===== config.mk =====
export PLATFORM = sky130hd
export DESIGN_NAME = sorted_insert_writer
export DESIGN_NICKNAME = d
export VERILOG_FILES = /design/src/rtl/sorted_insert_writer.sv
export SDC_FILE = /design/constraint.sdc
export NUM_CORES = 1
export LEC_CHECK = 0
export CAP_MARGIN = 20
export CELL_PAD_IN_SITES_DETAIL_PLACEMENT = 0
export CELL_PAD_IN_SITES_GLOBAL_PLACEMENT = 1
export CORE_AREA = 2 2 87 89
export CTS_CLUSTER_SIZE = 40
export DETAILED_ROUTE_END_ITERATION = 10
export DIE_AREA = 0 0 89 91
export PLACE_DENSITY = 0.84
export REMOVE_ABC_BUFFERS = 1
export SYNTH_ARGS = -nofsm -noshare
export SYNTH_HDL_FRONTEND = slang
export SYNTH_SLANG_ARGS = --single-unit
export TNS_END_PERCENT = 100

===== constraint.sdc =====
create_clock -name clk -period 2.2 [get_ports clk]
set_input_delay 0.55 -clock clk [delete_from_list [all_inputs] [get_ports clk]]
set_output_delay 0.55 -clock clk [all_outputs]
set_load 0.005 [all_outputs]

===== src/rtl/sorted_insert_writer.sv =====
// sorted_insert_writer: inserts D into a sorted RAM, shifting out-ranked entries up one slot (SORTED_INSERT_DESC_EN: descending order)
module sorted_insert_writer #(
    parameter int DEPTH  = 32,
    parameter int ADDR_W = 5,
    parameter int DATA_W = 8
) (
    input  logic              clk,
    input  logic              reset,
    input  logic              start,
    input  logic [DATA_W-1:0] D,
    input  logic [DATA_W-1:0] ram_out,
    output logic [ADDR_W-1:0] address,
    output logic [DATA_W-1:0] data,
    output logic              wren,
    output logic [ADDR_W:0]   count,
    output logic              done,
    output logic              full
);
    typedef enum logic [2:0] {
        S_IDLE, S_CHECK, S_READ, S_WAIT1, S_WAIT2, S_SHIFT, S_PLACE, S_DONE
    } state_t;

    state_t              r_state, w_state_nxt;
    logic [ADDR_W-1:0]   r_address, w_address_nxt;
    logic [DATA_W-1:0]   r_data, w_data_nxt;
    logic                r_wren, w_wren_nxt;
    logic [ADDR_W:0]     r_count, w_count_nxt;
    logic                r_done, w_done_nxt;
    logic                r_full, w_full_nxt;
    logic [DATA_W-1:0]   r_dq, w_dq_nxt;
    logic [ADDR_W-1:0]   r_j, w_j_nxt;
    logic [ADDR_W-1:0]   r_slot, w_slot_nxt;
    logic                w_shift;
    logic                w_is_full;

`ifdef SORTED_INSERT_DESC_EN
    assign w_shift = ram_out < r_dq;
`else
    assign w_shift = ram_out > r_dq;
`endif
    assign w_is_full = r_count == (ADDR_W+1)'(DEPTH);

    assign address = r_address;
    assign data    = r_data;
    assign wren    = r_wren;
    assign count   = r_count;
    assign done    = r_done;
    assign full    = r_full;

    // State and datapath registers; reset aborts any insert and logically empties the RAM
    always_ff @(posedge clk) begin
        if (reset) begin
            r_state   <= S_IDLE;
            r_address <= '0;
            r_data    <= '0;
            r_wren    <= 1'b0;
            r_count   <= '0;
            r_done    <= 1'b0;
            r_full    <= 1'b0;
            r_dq      <= '0;
            r_j       <= '0;
            r_slot    <= '0;
        end else begin
            r_state   <= w_state_nxt;
            r_address <= w_address_nxt;
            r_data    <= w_data_nxt;
            r_wren    <= w_wren_nxt;
            r_count   <= w_count_nxt;
            r_done    <= w_done_nxt;
            r_full    <= w_full_nxt;
            r_dq      <= w_dq_nxt;
            r_j       <= w_j_nxt;
            r_slot    <= w_slot_nxt;
        end
    end

    // Next-state: scan downward from the top entry until one no longer out-ranks Dq
    always_comb begin
        w_state_nxt = r_state;
        case (r_state)
            S_IDLE:  w_state_nxt = start ? S_CHECK : S_IDLE;
            S_CHECK: w_state_nxt = w_is_full ? S_DONE : (r_count == '0) ? S_PLACE : S_READ;
            S_READ:  w_state_nxt = S_WAIT1;
            S_WAIT1: w_state_nxt = S_WAIT2;
            S_WAIT2: w_state_nxt = w_shift ? S_SHIFT : S_PLACE;
            S_SHIFT: w_state_nxt = (r_j == '0) ? S_PLACE : S_READ;
            S_PLACE: w_state_nxt = S_DONE;
            S_DONE:  w_state_nxt = start ? S_DONE : S_IDLE;
            default: w_state_nxt = S_IDLE;
        endcase
    end

    // Outputs: write enable is a one-cycle pulse raised only by SHIFT and PLACE
    always_comb begin
        w_address_nxt = r_address;
        w_data_nxt    = r_data;
        w_wren_nxt    = 1'b0;
        w_count_nxt   = r_count;
        w_done_nxt    = r_done;
        w_full_nxt    = r_full;
        w_dq_nxt      = r_dq;
        w_j_nxt       = r_j;
        w_slot_nxt    = r_slot;
        case (r_state)
            S_IDLE: begin
                if (start) begin
                    w_dq_nxt   = D;
                    w_full_nxt = 1'b0;
                end
            end
            S_CHECK: begin
                if (w_is_full) begin
                    w_full_nxt = 1'b1;
                    w_done_nxt = 1'b1;
                end else if (r_count == '0) begin
                    w_slot_nxt = '0;
                end else begin
                    w_j_nxt = ADDR_W'(r_count - 1'b1);
                end
            end
            S_READ: w_address_nxt = r_j;
            S_WAIT2: begin
                if (!w_shift) w_slot_nxt = r_j + 1'b1;
            end
            S_SHIFT: begin
                w_address_nxt = r_j + 1'b1;
                w_data_nxt    = ram_out;
                w_wren_nxt    = 1'b1;
                w_slot_nxt    = '0;
                w_j_nxt       = (r_j == '0) ? r_j : r_j - 1'b1;
            end
            S_PLACE: begin
                w_address_nxt = r_slot;
                w_data_nxt    = r_dq;
                w_wren_nxt    = 1'b1;
                w_count_nxt   = r_count + 1'b1;
                w_done_nxt    = 1'b1;
            end
            S_DONE: begin
                if (!start) w_done_nxt = 1'b0;
            end
            default: ;
        endcase
    end

    // Only SHIFT and PLACE may launch a RAM write
    always_ff @(posedge clk) begin
        if (!reset && r_state inside {S_IDLE, S_CHECK, S_WAIT1, S_WAIT2, S_DONE})
            assert (!w_wren_nxt);
    end
endmodule


==> results of run 1 <==
-- layer usage --
metal,up-vias,GRT usage,part of all wire,wire length (µm)
met1,1043,0.2098,0.47,2878
met4,0,0.06841,0.022,136
met5,-,0,0,0
met3,12,0.03455,0.055,335
li1,1133,-,-,-
met2,65,0.2376,0.45,2793
-- what timing repair did --
action,4_1_cts,5_1_grt
setup buffers,1,1
endpoints found under the setup margin,1,5
gates resized for setup,5,6
pin swaps,4,7
-- Yosys cell counts, drive strengths merged, types with 2 or more instances --
library cell  number  area (µm²)
a21oi             30       150.1
a311oi            11       102.6
buf                4       41.28
clkbuf            16       110.1
dfxtp             43       860.8
ha                13       162.7
inv               17       63.81
mux2               3       33.78
mux2i              7       70.07
nand2             55       206.5
nand2b             5       31.28
nand3              3       15.01
nand3b             2       27.53
nand4              3       18.77
nor2              26       97.59
nor2b              4       25.02
nor3               9       45.04
nor4b              2       47.55
o2111ai            2       17.52
o21a               2       15.01
o21ai              8       40.04
o221a              2       22.52
o22ai              4       25.02
o32ai              2       36.29
or2                2       12.51
or3                2       12.51
xnor2              3       26.28
xor2               3       26.28
-- tightest hold or removal path: cells and delay by family (launching register included) --
kind	cells	cell delay, ps
simple gates	1	50
compound gates	1	50
flops	1	330
-- path summary, 6_finish.rpt --
check                           slack, ps   endpoint  cells past startpoint
worst max register to register        240  r_slot[4]                      7
worst min-delay path                  470    r_dq[4]                      2
worst max-delay path                   40  r_slot[4]                      7
worst min register to register        470    r_dq[4]                      2
-- through the flow --
stage,util,area (µm²),TNS [ps],cells
floorplan,-,2332,0,278
global placement,0.4160,2969,-1446,432
detailed placement,0.4160,2969,-1670,432
CTS,0.4322,3084,0,441
global route,0.4381,3127,-70.46,442
finish,0.4381,3127,0,442
-- registers in the layout, indices dropped and copies added, names as in the netlist --
register / flops
done: 1
full: 1
r_dq: 8
r_j: 5
wren: 1
r_state: 3
data: 8
count: 6
r_slot: 5
address: 5
-- cell families (layout without fill, tap and decap cells) --
group | count (synthesis) | count (layout) | synth area share
and+or+nand+nor | 119 | 119 | 0.2401
DFF | 43 | 43 | 0.3449
xor gates and xnor gates | 6 | 6 | 0.02106
adders and majority gates | 13 | 13 | 0.06516
AOI/OAI and AO/OA | 70 | 70 | 0.1960
muxes | 10 | 10 | 0.04160
buffers and inverters | 38 | 82 | 0.09122
-- final cells by class --
| cell class | instances | area (µm²) | area share |
|---|---|---|---|
| Clock buffer | 5 | 68.82 | 0.02201 |
| Sequential cell | 43 | 860.8 | 0.2753 |
| Clock inverter | 3 | 25.02 | 0.008003 |
| Timing Repair Buffer | 57 | 535.5 | 0.1713 |
| Tap cell | 99 | 123.9 | 0.03962 |
| Multi-Input combinational cell | 218 | 1449 | 0.4634 |
| Inverter | 17 | 63.81 | 0.02041 |
-- placed cells by master (no fill, tap or decap), types with 3 or more instances in the layout --
cell	Yosys	layout
sky130_fd_sc_hd__nand3_1	3	3
sky130_fd_sc_hd__inv_1	16	16
sky130_fd_sc_hd__xor2_1	3	3
sky130_fd_sc_hd__ha_1	13	11
sky130_fd_sc_hd__dfxtp_1	43	43
sky130_fd_sc_hd__a311oi_1	10	10
sky130_fd_sc_hd__nand4_1	3	3
sky130_fd_sc_hd__buf_4	0	16
sky130_fd_sc_hd__nor2_1	26	26
sky130_fd_sc_hd__xnor2_1	3	3
sky130_fd_sc_hd__nor3_1	9	8
sky130_fd_sc_hd__o21ai_0	8	7
sky130_fd_sc_hd__o22ai_1	4	4
sky130_fd_sc_hd__clkdlybuf4s50_1	0	37
sky130_fd_sc_hd__mux2i_1	7	7
sky130_fd_sc_hd__nand2_1	55	55
sky130_fd_sc_hd__nor2b_1	4	4
sky130_fd_sc_hd__clkbuf_8	5	5
sky130_fd_sc_hd__a21oi_1	30	29
sky130_fd_sc_hd__nand2b_1	5	5
-- power groups by stage --
stage                     clock [mW]  combinational, mW  sequential (mW)
after floorplan                    0              0.546             1.04
after global placement             0              0.888             1.05
after detailed placement           0              0.891             1.05
after CTS                      0.548              0.913             1.03
after global routing           0.574               1.01             1.05
final                          0.529              0.924             1.04
==> results_tabular.tex, run 1 <==
\begin{tabular}{lr}
\hline
Metric & Value \\
\hline
\multicolumn{2}{l}{\textbf{Timing}} \\
Highest clock rate & 463.0 MHz \\
Least-Margin Pin Slew & 470.5 ps \\
Worst hold margin & 473.8 ps \\
Number of hold violations in the final report & 0 \\
Setup slack after layout & 40.00 ps \\
Slew Limit Fails & 0 \\
Worst relative slew slack & 0.6859 \\
Minimum period implied by the final worst setup slack & 2160 ps \\
Final setup violation count & 0 \\
Fraction of the cycle the final worst path needs & 0.9818 \\
Clock Skew & 12.76 ps \\
\multicolumn{2}{l}{\textbf{Power and ir drop}} \\
Sequential power share & 0.416 \\
Combinational fraction of design power & 0.371 \\
Peak supply drop & 0.2401 mV \\
Portion of total power attributed to the clock network & 0.213 \\
Power density of the placed cells & 795.9 nW/µm² \\
Switching Share & 0.3607 \\
P\_int & 1.591 mW \\
Static leakage & 1.177 nW \\
Sw power & 0.8975 mW \\
Total Power Consumption & 2.488 mW \\
\multicolumn{2}{l}{\textbf{Global route}} \\
Tot GR Track Use & 0.1562 \\
Sum of overflow across all layers after global routing & 0 \\
Wire length of the first global-routing pass & 10.07 mm \\
Pin count of the biggest net entering global routing & 23 \\
Initial antenna violation count & 0 \\
Via count of the first global-routing pass & 2135 \\
\multicolumn{2}{l}{\textbf{Die}} \\
Chip Height & 91 µm \\
\# IOs & 41 \\
Die ar. & 8099 µm² \\
Chip width & 89 µm \\
Initial core utilization & 0.3498 \\
Total number of placement rows & 31 \\
Placeable core region & 7137 µm² \\
\multicolumn{2}{l}{\textbf{Setup path}} \\
Data arrival time of the critical path & 2350 ps \\
Max FO, Critical Path & 3 \\
CP top delay family & buffers and inverters \\
Worst setup path class & in -> reg \\
Master of the slowest instance on the critical path & sky130\_fd\_sc\_hd\_\_clkdlybuf4s50\_1 \\
Chain of cells forming the critical path & clkdlybuf4s50\_1 -> ha\_4 -> nand4\_1 -> buf\_4 -> a21oi\_2 -> o32ai\_4 -> mux2\_4 \\
Critical path's largest stage delay & 520 ps \\
Type of element capturing the critical path & flip-flop \\
Number of buffer and inverter instances along the worst setup path & 2 \\
Worst path required time & 2390 ps \\
Critical R2R Launch & r\_dq[1] \\
Startpoint kind of the worst setup timing path & input pin \\
Critical path origin & ram\_out[5] \\
\multicolumn{2}{l}{\textbf{Synthesis}} \\
Count of warnings emitted by yosys & 0 \\
Post-synth top flop & sky130\_fd\_sc\_hd\_\_dfxtp\_1 \\
Synth unique cells & 52 \\
Number of instances in the synthesized netlist & 299 \\
Share of async-settable or async-resettable flops after synthesis & 0 \\
Post-Syn Area & 2496 µm² \\
Number of enable flip-flop cells after synthesis & 0 \\
Synth Register Bits & 43 \\
Average cell area after synthesis & 8.348 µm² \\
Sequential cell area fraction in the yosys report & 0.3449 \\
\multicolumn{2}{l}{\textbf{Final layout}} \\
Fraction of final layout cells sized beyond drive strength 1 & 0.1312 \\
Synth-to-Final Area Change & 25.26\% \\
Fillcell total & 740 \\
Antenna diodes & 0 \\
Number of nets at the end of the flow & 374 \\
\multicolumn{2}{l}{\textbf{Route}} \\
Number of nets still failing antenna checks after routing & 0 \\
\# DRC & 0 \\
Initial DRT Pass Iterations & 5 \\
Drt via density & 5.097 \\
Number of DRC violations after detailed-routing iteration 0 & 153 \\
Average detailed-routed wire length per instance & 13.90 µm \\
Total wirelength of the detailed-routed design & 6.143 mm \\
Number of vias after detailed routing & 2253 \\
\multicolumn{2}{l}{\textbf{Worst hold path}} \\
Origin of the worst min-delay path & r\_dq[4] \\
Worst Hold Class & reg -> reg \\
\multicolumn{2}{l}{\textbf{Placed design}} \\
Worst slack at placement & -353.0 ps \\
GPL Wtd Cong & 0.8297 \\
I/O Buffers & 40 \\
Final HPWL DP & 4.347 mm \\
\multicolumn{2}{l}{\textbf{Clock tree}} \\
Clk slew on worst S/H paths & 100 ps \\
CTS tree & built \\
Cell at the root of the clock tree & sky130\_fd\_sc\_hd\_\_clkbuf\_8 \\
Number of sinks handled by clock tree synthesis & 43 \\
Number of buffers on the longest clock path & 2 \\
Number of buffers created by CTS & 5 \\
Latest clock arrival within the worst-skew pair & 310 ps \\
Number of hold buffers added after CTS & 0 \\
\# H-tree levels & 2 \\
\multicolumn{2}{l}{\textbf{Job}} \\
Maximum Capacitance Violations & 0 \\
\multicolumn{2}{l}{\textbf{Run status}} \\
Outcome & finished clean \\
\hline
\end{tabular}
(Power assumes the default switching activity.)
==> inputs of run 2 (changes only) <==
--- a/config.mk
+++ b/config.mk
@@ -8,12 +8,14 @@
 export CAP_MARGIN = 20
 export CELL_PAD_IN_SITES_DETAIL_PLACEMENT = 0
 export CELL_PAD_IN_SITES_GLOBAL_PLACEMENT = 1
-export CORE_AREA = 2 2 87 89
+export CORE_AREA = 2 2 74 104
 export CTS_CLUSTER_SIZE = 40
 export DETAILED_ROUTE_END_ITERATION = 10
-export DIE_AREA = 0 0 89 91
+export DIE_AREA = 0 0 76 106
+export MAX_ROUTING_LAYER = met4
 export PLACE_DENSITY = 0.84
 export REMOVE_ABC_BUFFERS = 1
+export SKIP_CTS_REPAIR_TIMING = 1
 export SYNTH_ARGS = -nofsm -noshare
 export SYNTH_HDL_FRONTEND = slang
 export SYNTH_SLANG_ARGS = --single-unit
==> run 2 against run 1 <==
Against the previous run:
- worst setup slack better by 13 ps
- total power up 0.20%
- worst hold slack better by 5.3 ps
- via count down 1.8%
- sequential cell count unchanged
- register-to-register slack about the same
- sequential power about the same
- critical path depth unchanged
- routed wire length down 0.57%
- largest power group unchanged
==> results_tabular.tex, run 2 (same netlist as run 1, synthesis figures left out) <==
\begin{tabular}{lr}
\hline
Metric & Value \\
\hline
\multicolumn{2}{l}{\textbf{Timing}} \\
Slew Limit Fails & 0 \\
Worst hold margin & 479.1 ps \\
Number of hold violations in the final report & 0 \\
Final setup violation count & 0 \\
Highest clock rate & 465.8 MHz \\
Worst relative slew slack & 0.6927 \\
Least-Margin Pin Slew & 460.3 ps \\
Clock Skew & 10.78 ps \\
Fraction of the cycle the final worst path needs & 0.9759 \\
Minimum period implied by the final worst setup slack & 2147 ps \\
\multicolumn{2}{l}{\textbf{Route}} \\
Number of vias after detailed routing & 2212 \\
Average detailed-routed wire length per instance & 13.91 µm \\
Initial DRT Pass Iterations & 4 \\
Total wirelength of the detailed-routed design & 6.108 mm \\
\# DRC & 0 \\
Number of DRC violations after detailed-routing iteration 0 & 65 \\
Drt via density & 5.039 \\
Number of nets still failing antenna checks after routing & 0 \\
\multicolumn{2}{l}{\textbf{Final layout}} \\
Non-Filler Instances & 439 \\
Synth-to-Final Area Change & 24.26\% \\
Most frequent cells in the layout & sky130\_fd\_sc\_hd\_\_nand2\_1 (55), sky130\_fd\_sc\_hd\_\_dfxtp\_1 (43), sky130\_fd\_sc\_hd\_\_clkdlybuf4s50\_1 (39) \\
Fillcell total & 726 \\
Fraction of final layout cells sized beyond drive strength 1 & 0.1257 \\
Leading cell type in the layout, fill and taps excluded & sky130\_fd\_sc\_hd\_\_nand2\_1 \\
Antenna diodes & 0 \\
Number of nets at the end of the flow & 373 \\
\multicolumn{2}{l}{\textbf{Power and ir drop}} \\
Combinational fraction of design power & 0.369 \\
Total Power Consumption & 2.494 mW \\
Sw power & 0.9058 mW \\
Sequential power share & 0.413 \\
Portion of total power attributed to the clock network & 0.217 \\
Static leakage & 1.157 nW \\
Switching Share & 0.3633 \\
Peak supply drop & 0.3791 mV \\
P\_int & 1.588 mW \\
Power density of the placed cells & 803.9 nW/µm² \\
\multicolumn{2}{l}{\textbf{Worst hold path}} \\
Worst Hold Class & reg -> reg \\
\multicolumn{2}{l}{\textbf{Job}} \\
Maximum Capacitance Violations & 0 \\
\multicolumn{2}{l}{\textbf{Setup path}} \\
Worst Reg2Reg Path Length in Cells & 7 \\
Critical R2R Launch & r\_dq[1] \\
Number of cells on the critical path & 7 \\
Number of buffer and inverter instances along the worst setup path & 2 \\
Endpoint of the most critical register-to-register path & r\_slot[0] \\
CP top delay family & buffers and inverters \\
Startpoint kind of the worst setup timing path & input pin \\
Max FO, Critical Path & 3 \\
Critical path origin & ram\_out[5] \\
Setup crit end & r\_slot[0] \\
Worst path required time & 2400 ps \\
Worst-case register-to-register setup slack & 240 ps \\
Master of the slowest instance on the critical path & sky130\_fd\_sc\_hd\_\_clkdlybuf4s50\_1 \\
Worst setup path class & in -> reg \\
Critical path's largest stage delay & 440 ps \\
Data arrival time of the critical path & 2350 ps \\
Chain of cells forming the critical path & clkdlybuf4s50\_1 -> ha\_1 -> nand4\_1 -> buf\_4 -> a21oi\_2 -> o32ai\_4 -> mux2\_4 \\
Type of element capturing the critical path & flip-flop \\
\multicolumn{2}{l}{\textbf{Global route}} \\
Pin count of the biggest net entering global routing & 28 \\
Initial antenna violation count & 0 \\
Sum of overflow across all layers after global routing & 0 \\
Wire length of the first global-routing pass & 10.32 mm \\
Via count of the first global-routing pass & 2224 \\
Tot GR Track Use & 0.1605 \\
\multicolumn{2}{l}{\textbf{Die}} \\
Placeable core region & 7176 µm² \\
\# IOs & 41 \\
Total number of placement rows & 37 \\
Die ar. & 8056 µm² \\
Chip width & 76 µm \\
Chip Height & 106 µm \\
Initial core utilization & 0.3479 \\
\multicolumn{2}{l}{\textbf{Placed design}} \\
I/O Buffers & 40 \\
GPL Wtd Cong & 0.8635 \\
Count of placed standard cells including taps & 429 \\
Final HPWL DP & 4.464 mm \\
\multicolumn{2}{l}{\textbf{Clock tree}} \\
\# H-tree levels & 2 \\
Number of buffers on the longest clock path & 2 \\
CTS tree & built \\
Cell at the root of the clock tree & sky130\_fd\_sc\_hd\_\_clkbuf\_8 \\
Clk slew on worst S/H paths & 100 ps \\
Number of buffers created by CTS & 5 \\
Number of sinks handled by clock tree synthesis & 43 \\
Latest clock arrival within the worst-skew pair & 310 ps \\
\multicolumn{2}{l}{\textbf{Run status}} \\
Outcome & finished clean \\
\hline
\end{tabular}
-- run 2: cell type report --
| cell class | count | area, µm² | share of cell area |
|---|---|---|---|
| well taps | 97 | 121.4 | 0.03913 |
| repair buffers | 56 | 526.8 | 0.1698 |
| clock inverters | 3 | 23.77 | 0.007664 |
| multi-input cells | 218 | 1436 | 0.4631 |
| flip-flops and latches | 43 | 860.8 | 0.2775 |
| clock buffers | 5 | 68.82 | 0.02219 |
| inverters | 17 | 63.81 | 0.02057 |
-- run 2: power groups by stage --
stage / Clock [mW] / Sequential (mW) / Combinational (mW)
final: 0.542 / 1.03 / 0.921
after global routing: 0.584 / 1.05 / 1.02
after CTS: 0.559 / 1.03 / 0.907
after detailed placement: 0 / 1.05 / 0.900
after global placement: 0 / 1.04 / 0.895
after floorplan: 0 / 1.04 / 0.546
-- run 2: how the worst min path moves through the flow --
| stage | from | to | cells after the start |
|---|---|---|---|
| floorplan | r_dq[1] | r_dq[1] | 2 |
| finish | r_dq[6] | r_dq[6] | 2 |
| global route | r_dq[1] | r_dq[1] | 2 |
| global placement | r_dq[3] | r_dq[3] | 2 |
| detailed placement | r_dq[6] | r_dq[6] | 2 |
| CTS | r_dq[6] | r_dq[6] | 2 |
-- run 2: per-stage QoR --
step | instance area [µm²] | util | TNS, ps | setup slack (ps)
6_report | 3102 | 0.4323 | 0 | 53.04
4_1_cts | 3052 | 0.4253 | -50.66 | -27.96
3_3_place_gp | 2959 | 0.4124 | -1638 | -335.3
5_1_grt | 3102 | 0.4323 | -119.2 | -46.10
2_1_floorplan | 2332 | - | 0 | 124.8
3_5_place_dp | 2959 | 0.4124 | -1965 | -374.7
-- run 2: worst min-delay path, stage by stage (launching register included) --
cell and delay, ps:
sky130_fd_sc_hd__dfxtp_1 330, sky130_fd_sc_hd__nand2_1 50, sky130_fd_sc_hd__a21oi_1 50
-- run 2: layer usage --
| layer | track usage | up-vias | wire length [µm] |
|---|---|---|---|
| li1 | - | 1127 | - |
| met1 | 0.1801 | 1025 | 2663 |
| met2 | 0.2800 | 46 | 3113 |
| met3 | 0.03056 | 14 | 199 |
| met4 | 0.06753 | 0 | 133 |
| met5 | - | - | 0 |
